## config.mk

```make
export PLATFORM = sky130hd
export DESIGN_NAME = captura_aposta
export DESIGN_NICKNAME = d
export VERILOG_FILES = /design/src/rtl/loteria_pkg.sv /design/src/rtl/filtro_botao.sv /design/src/rtl/captura_aposta.sv
export SDC_FILE = /design/constraint.sdc
export NUM_CORES = 1
export LEC_CHECK = 0
export ABC_CLOCK_PERIOD_IN_PS = 3450
export BUFFER_PORTS_ARGS = -buffer_cell sky130_fd_sc_hd__buf_2
export CAP_MARGIN = 5
export CORE_MARGIN = 5
export CORE_UTILIZATION = 40
export CTS_CLUSTER_SIZE = 28
export DETAILED_ROUTE_END_ITERATION = 8
export GPL_ROUTABILITY_DRIVEN = 0
export HOLD_SLACK_MARGIN = 0.12
export PLACE_DENSITY = 0.68
export SLEW_MARGIN = 20
export SYNTH_ARGS = -nofsm -noshare
export SYNTH_HDL_FRONTEND = slang
export SYNTH_HIERARCHICAL = 1
export SYNTH_SLANG_ARGS = --single-unit
export TNS_END_PERCENT = 30
```

## constraint.sdc

```tcl
create_clock -name clk -period 3.45 [get_ports clk]
set_input_delay 0 -clock clk [delete_from_list [all_inputs] [get_ports clk]]
set_output_delay 0 -clock clk [all_outputs]
set_load 0.005 [all_outputs]
```

## src/rtl/loteria_pkg.sv

```systemverilog
// Shared types and limits for the lottery bet input path and game FSM.
package loteria_pkg;

  localparam int unsigned MAX_DIGITS      = 5;
  localparam int unsigned MAX_DIGIT_VALUE = 9;

  typedef logic [3:0] digit_t;

  typedef enum logic [1:0] {
    COLLECT,
    READY,
    DONE
  } state_t;

endpackage

```

## src/rtl/filtro_botao.sv

```systemverilog
// Button conditioner: 2-flop synchronizer, optional debounce, rising-edge press pulse.
// Debounce filter is built only when CAPTURA_APOSTA_DEBOUNCE_EN is defined.
module filtro_botao #(
  parameter logic [15:0] DEBOUNCE_CYCLES = 16'd50000
) (
  input  logic clk,
  input  logic reset,
  input  logic key,
  output logic press
);

  logic       sync1_q;
  logic       sync2_q;
  logic       level;
  logic       prev_q;
  logic       armed_q;
  logic [1:0] fill_q;

  always_ff @(posedge clk or negedge reset) begin
    if (!reset) begin
      sync1_q <= 1'b0;
      sync2_q <= 1'b0;
      fill_q  <= 2'b00;
    end else begin
      sync1_q <= key;
      sync2_q <= sync1_q;
      fill_q  <= {fill_q[0], 1'b1};
    end
  end

`ifdef CAPTURA_APOSTA_DEBOUNCE_EN
  logic [15:0] cnt_q;
  logic        deb_q;

  always_ff @(posedge clk or negedge reset) begin
    if (!reset) begin
      cnt_q <= 16'd0;
      deb_q <= 1'b0;
    end else if (sync2_q == deb_q) begin
      cnt_q <= 16'd0;
    end else if (cnt_q >= DEBOUNCE_CYCLES - 16'd1) begin
      deb_q <= sync2_q;
      cnt_q <= 16'd0;
    end else begin
      cnt_q <= cnt_q + 16'd1;
    end
  end

  assign level = deb_q;
`else
  logic unused_cfg;
  assign unused_cfg = ^DEBOUNCE_CYCLES;
  assign level      = sync2_q;
`endif

  // Arm only after a genuine low has passed through the synchronizer, so a key held
  // across reset release cannot fire until it is released and pressed again.
  always_ff @(posedge clk or negedge reset) begin
    if (!reset) begin
      prev_q  <= 1'b0;
      armed_q <= 1'b0;
    end else begin
      prev_q <= level;
      if (fill_q[1] && !sync2_q && !level) begin
        armed_q <= 1'b1;
      end
    end
  end

  assign press = level & ~prev_q & armed_q;

endmodule

```

## src/rtl/captura_aposta.sv

```systemverilog
// Bet input stage: conditioned insert/finish presses, digit capture and 5-digit sequence lock.
// Button debounce is enabled by defining CAPTURA_APOSTA_DEBOUNCE_EN.
module captura_aposta #(
  parameter logic [15:0] DEBOUNCE_CYCLES = 16'd50000,
  parameter int unsigned MAX_DIGITS      = loteria_pkg::MAX_DIGITS,
  parameter int unsigned MAX_DIGIT_VALUE = loteria_pkg::MAX_DIGIT_VALUE
) (
  input  logic       clk,
  input  logic       reset,
  input  logic       key_insert,
  input  logic       key_finish,
  input  logic [3:0] sw_num,
  output logic [3:0] num,
  output logic       insert,
  output logic       finish,
  output logic       err,
  output logic [2:0] digit_cnt
);

  import loteria_pkg::*;

  localparam digit_t     MaxVal = digit_t'(MAX_DIGIT_VALUE);
  localparam logic [2:0] MaxCnt = 3'(MAX_DIGITS);

  logic   ins_press;
  logic   fin_press;
  digit_t sw_s1_q, sw_s2_q;
  state_t state_q, state_d;
  digit_t num_q, num_d;
  logic [2:0] cnt_q, cnt_d;
  logic   insert_q, insert_d;
  logic   finish_q, finish_d;
  logic   err_q, err_d;

  filtro_botao #(
    .DEBOUNCE_CYCLES (DEBOUNCE_CYCLES)
  ) u_filtro_insert (
    .clk   (clk),
    .reset (reset),
    .key   (key_insert),
    .press (ins_press)
  );

  filtro_botao #(
    .DEBOUNCE_CYCLES (DEBOUNCE_CYCLES)
  ) u_filtro_finish (
    .clk   (clk),
    .reset (reset),
    .key   (key_finish),
    .press (fin_press)
  );

  always_ff @(posedge clk or negedge reset) begin
    if (!reset) begin
      sw_s1_q  <= '0;
      sw_s2_q  <= '0;
      state_q  <= COLLECT;
      num_q    <= '0;
      cnt_q    <= 3'd0;
      insert_q <= 1'b0;
      finish_q <= 1'b0;
      err_q    <= 1'b0;
    end else begin
      sw_s1_q  <= sw_num;
      sw_s2_q  <= sw_s1_q;
      state_q  <= state_d;
      num_q    <= num_d;
      cnt_q    <= cnt_d;
      insert_q <= insert_d;
      finish_q <= finish_d;
      err_q    <= err_d;
    end
  end

  // Each press is judged against the current state only, so a simultaneous pair
  // yields at most one action.
  always_comb begin
    state_d  = state_q;
    num_d    = num_q;
    cnt_d    = cnt_q;
    insert_d = 1'b0;
    finish_d = 1'b0;
    err_d    = 1'b0;
    unique case (state_q)
      COLLECT: begin
        if (ins_press) begin
          if (sw_s2_q <= MaxVal) begin
            num_d    = sw_s2_q;
            insert_d = 1'b1;
            cnt_d    = cnt_q + 3'd1;
            if (cnt_q + 3'd1 == MaxCnt) begin
              state_d = READY;
            end
          end else begin
            err_d = 1'b1;
          end
        end
      end
      READY: begin
        if (fin_press) begin
          finish_d = 1'b1;
          state_d  = DONE;
        end
      end
      DONE: begin
      end
      default: state_d = COLLECT;
    endcase
  end

  assign num       = num_q;
  assign insert    = insert_q;
  assign finish    = finish_q;
  assign err       = err_q;
  assign digit_cnt = cnt_q;

endmodule

```

==> results.yml <==
worst_setup_path:
  worst_path_largest_cell_delay_ns: 0.35
  worst_setup_path_end_kind: "flop"
  worst-endpoint-arrival_ns: 1.64
  crit_family: "simple AND/OR/NAND/NOR gates"
  launching_point_of_the_worst_reg2reg_path: "u_filtro_insert/level$_DFF_PN0_"
  cp-start-kind: "flop"
  buffer_and_inverter_count_on_the_worst_path: 1
  cpMaxStageDelayCell: "dfrtp_1"
  setup.worst_path.class: "reg -> reg"
  critPathLaunch: "u_filtro_insert/level$_DFF_PN0_"
  worstPathCellList: "inv_1 > nor3b_2 > nor3b_4 > nand2_4 > mux2_4"
  cp.required_ns: 3.65
  critPathMaxFanout: 5
final_layout:
  final_common_cell: "dfrtp_1"
  commonest_non_fill_non_tap_cells_in_the_layout: "dfrtp_1, buf_2, dlygate4sd3_1, inv_1, clkbuf_4"
  antenna-diode-count: 0
  number_of_nets_in_the_final_layout: 107
  synthToLayoutAreaGrowth_pct: 26.71
  finish.instance_area_sq_um: 1365
  share_of_layout_cells_above_drive_strength_1_pct: 35.71
routing:
  detail_route.first_pass.iterations: 3
  post_detailed_route_wirelength_per_cell_um: 11.53
  drt_iter0_drc: 4
  drcViolationCount: 0
  routed_wirelength_um: 1476
  dr_total_vias: 577
  route.antenna.remaining_nets: 0
  vias_per_cell: 4.508
clock_tree:
  clkLatencyLatePin_ns: 0.31
  cts_tree: "done"
  ctsRootBufferMaster: "clkbuf_4"
  path_clk_slew_ns: 0.09
  clock_path_buffers: 2
  numCtsBuffers: 5
  cts.htree.levels: 2
  sink_count: 32
floorplanning:
  fp-row-count: 18
  initial_core_utilization_pct: 42.71
  fp.dieArea_sq_um: 3831
  core_sq_um: 2522
  die_width_um: 61.90
  design.portCount: 18
  fp.dieH_um: 61.90
global_routing:
  via_count_of_the_first_global_routing_pass: 611
  grt_util_all_layers_pct: 10.35
  grt_max_degree: 33
  global_route_wire_length_before_repair_um: 2656
  grt_antenna_before_repair: 0
  gr-total-overflow: 0
sta:
  slew_headroom_pct: 55.57
  clock.fmax_mhz: 694.2
  finalHoldViolCount: 0
  grt_setup_unrepaired: "false"
  final_max_slew_viol_count: 0
  final.setup_skew_ns: 0.003857
  setup_viol: 0
  tightestPinTransition_ns: 0.6664
  post-route-period-util_pct: 41.75
  final.min_clock_period_ns: 1.441
  final_total_negative_setup_slack_ns: 0
yosys:
  synth_fp_nets: 76
  synth-warning-count: 6
  synthCells: 66
  synth_largest_type_area_fraction_pct: 74.33
  seq_area_frac_synth_pct: 74.33
  ys_ff_latch: 32
  yosysTopAreaCell: "dfrtp_1"
  synth.area.top_cells: "dfrtp_1, mux2_4, ha_1"
  ys_types: 21
  post_synth_instance_area_sq_um: 1077
  synth.avg_cell_area_sq_um: 16.32
power:
  comb_power_share_pct: 18.4
  peakVddDrop_mv: 0.4877
  switchingPower_w: 0.0002363
  power.sequential.fraction_pct: 49.8
  power_density_nw_per_um2: 709.0
  clkPwrFrac_pct: 31.8
  power_leakage_nw: 0.6682
  switching_share_pct: 24.41
  power_report.internal_total_w: 0.0007316
flow_run:
  cap_violations: 0
placed_design:
  place.detailed.hpwl_um: 1022
  placedInstanceArea_sq_um: 1200
  port_buffers: 17
min_path:
  hold_class: "in -> async"
run_status:
  outcome: "completed"
==> sequential cells by signal, summed over array words and instances, names as in the netlist <==
name / flops
digit_cnt: 3
err: 1
finish: 1
insert: 1
num: 4
state_q: 2
sw_s1_q: 4
sw_s2_q: 4
u_filtro_finish/armed_q: 1
u_filtro_finish/fill_q: 2
u_filtro_finish/level: 1
u_filtro_finish/prev_q: 1
u_filtro_finish/sync1_q: 1
u_filtro_insert/armed_q: 1
u_filtro_insert/fill_q: 2
u_filtro_insert/level: 1
u_filtro_insert/prev_q: 1
u_filtro_insert/sync1_q: 1
==> final timing paths <==
| check | endpoint | slack [ns] | cells past startpoint |
|---|---|---|---|
| setup / recovery | num[0]$_DFFE_PN0P_ | 2.01 | 5 |
| hold / removal | u_filtro_insert/sync1_q$_DFF_PN0_ | 0.24 | 2 |
| setup reg to reg | num[0]$_DFFE_PN0P_ | 2.01 | 5 |
| hold reg to reg | sw_s2_q[2]$_DFF_PN0_ | 0.35 | 0 |
| max in group asynchronous | sw_s1_q[2]$_DFF_PN0_ | 2.78 | 2 |
| min in group clk | sw_s1_q[1]$_DFF_PN0_ | 0.32 | 2 |
==> power groups by stage <==
stage / logic, W / clock network [W] / registers, W
2_1_floorplan: 0.000102 / 0 / 0.000488
3_3_place_gp: 0.000177 / 0 / 0.000487
3_5_place_dp: 0.000177 / 0 / 0.000489
4_1_cts: 0.000185 / 0.000320 / 0.000484
5_1_grt: 0.000205 / 0.000341 / 0.000492
6_report: 0.000178 / 0.000308 / 0.000482
==> worst register-to-register path, delay by kind of cell (launching register included) <==
| kind | cells | cell delay, ns |
|---|---|---|
| buf+inv | 1 | 0.06 |
| simple gates | 3 | 0.61 |
| mux | 1 | 0.31 |
| flops | 1 | 0.35 |
==> layer usage <==
layer / global-route usage (%) / share of wire [%]
met1: 12.18 / 42
met2: 15.25 / 48
met3: 4.339 / 7.2
met4: 7.273 / 2.6
met5: 0 / 0
==> what timing repair did <==
| item | in CTS | in global routing |
|---|---|---|
| hold buffers | 7 | 0 |
| hold endpoints to repair | 38 | 0 |
| resized for setup | 0 | 0 |
| setup buffers | 0 | 0 |
==> area by class of cell <==
class	instances	area (sq um)
inverter	6	22.52
tap	30	37.54
multi-input combinational	28	254.0
timing repair buffer	24	155.1
sequential	32	800.8
clock buffer	7	65.06
fill	222	1157
clock inverter	1	30.03
==> cell usage after synthesis <==
cell and count:
a21o_1 2, a21o_2 1, conb_1 2, dfrtp_1 32, ha_1 2, inv_1 5
inv_2 1, mux2_4 3, nand2_1 2, nand2_4 1, nand3_1 2, nor2_1 2
nor3b_1 1, nor3b_2 2, nor3b_4 1, o21ai_0 1, o21ai_4 1, o22a_1 1
o32ai_1 1, xnor2_1 2, xor2_1 1
==> stage by stage <==
stage	total power [W]	util (%)	setup WS (ns)	instances	hold WS, ns
after detailed placement	0.0006662	47.57	2.033	113	0.08856
after global routing	0.001038	54.12	1.910	128	0.3034
final	0.0009679	54.12	2.009	128	0.2398
after floorplan	0.0005894	-	2.110	66	-0.2956
after global placement	0.0006636	47.57	2.067	113	0.07063
after CTS	0.0009886	54.12	1.992	128	0.2544
==> kinds of logic (layout without fill, tap and decap cells) <==
family | Yosys count | count (layout) | share of synthesized area, %
DFF | 32 | 32 | 74.33
and+or+nand+nor | 11 | 11 | 8.131
AOI/OAI and AO/OA | 7 | 7 | 5.807
buffers and inverters | 6 | 38 | 2.090
xor gates and xnor gates | 3 | 3 | 2.439
muxes | 3 | 3 | 4.181
adders and majority gates | 2 | 2 | 2.323
other | 2 | 2 | 0.6971
Note: power is estimated with default switching activity, not from simulation.
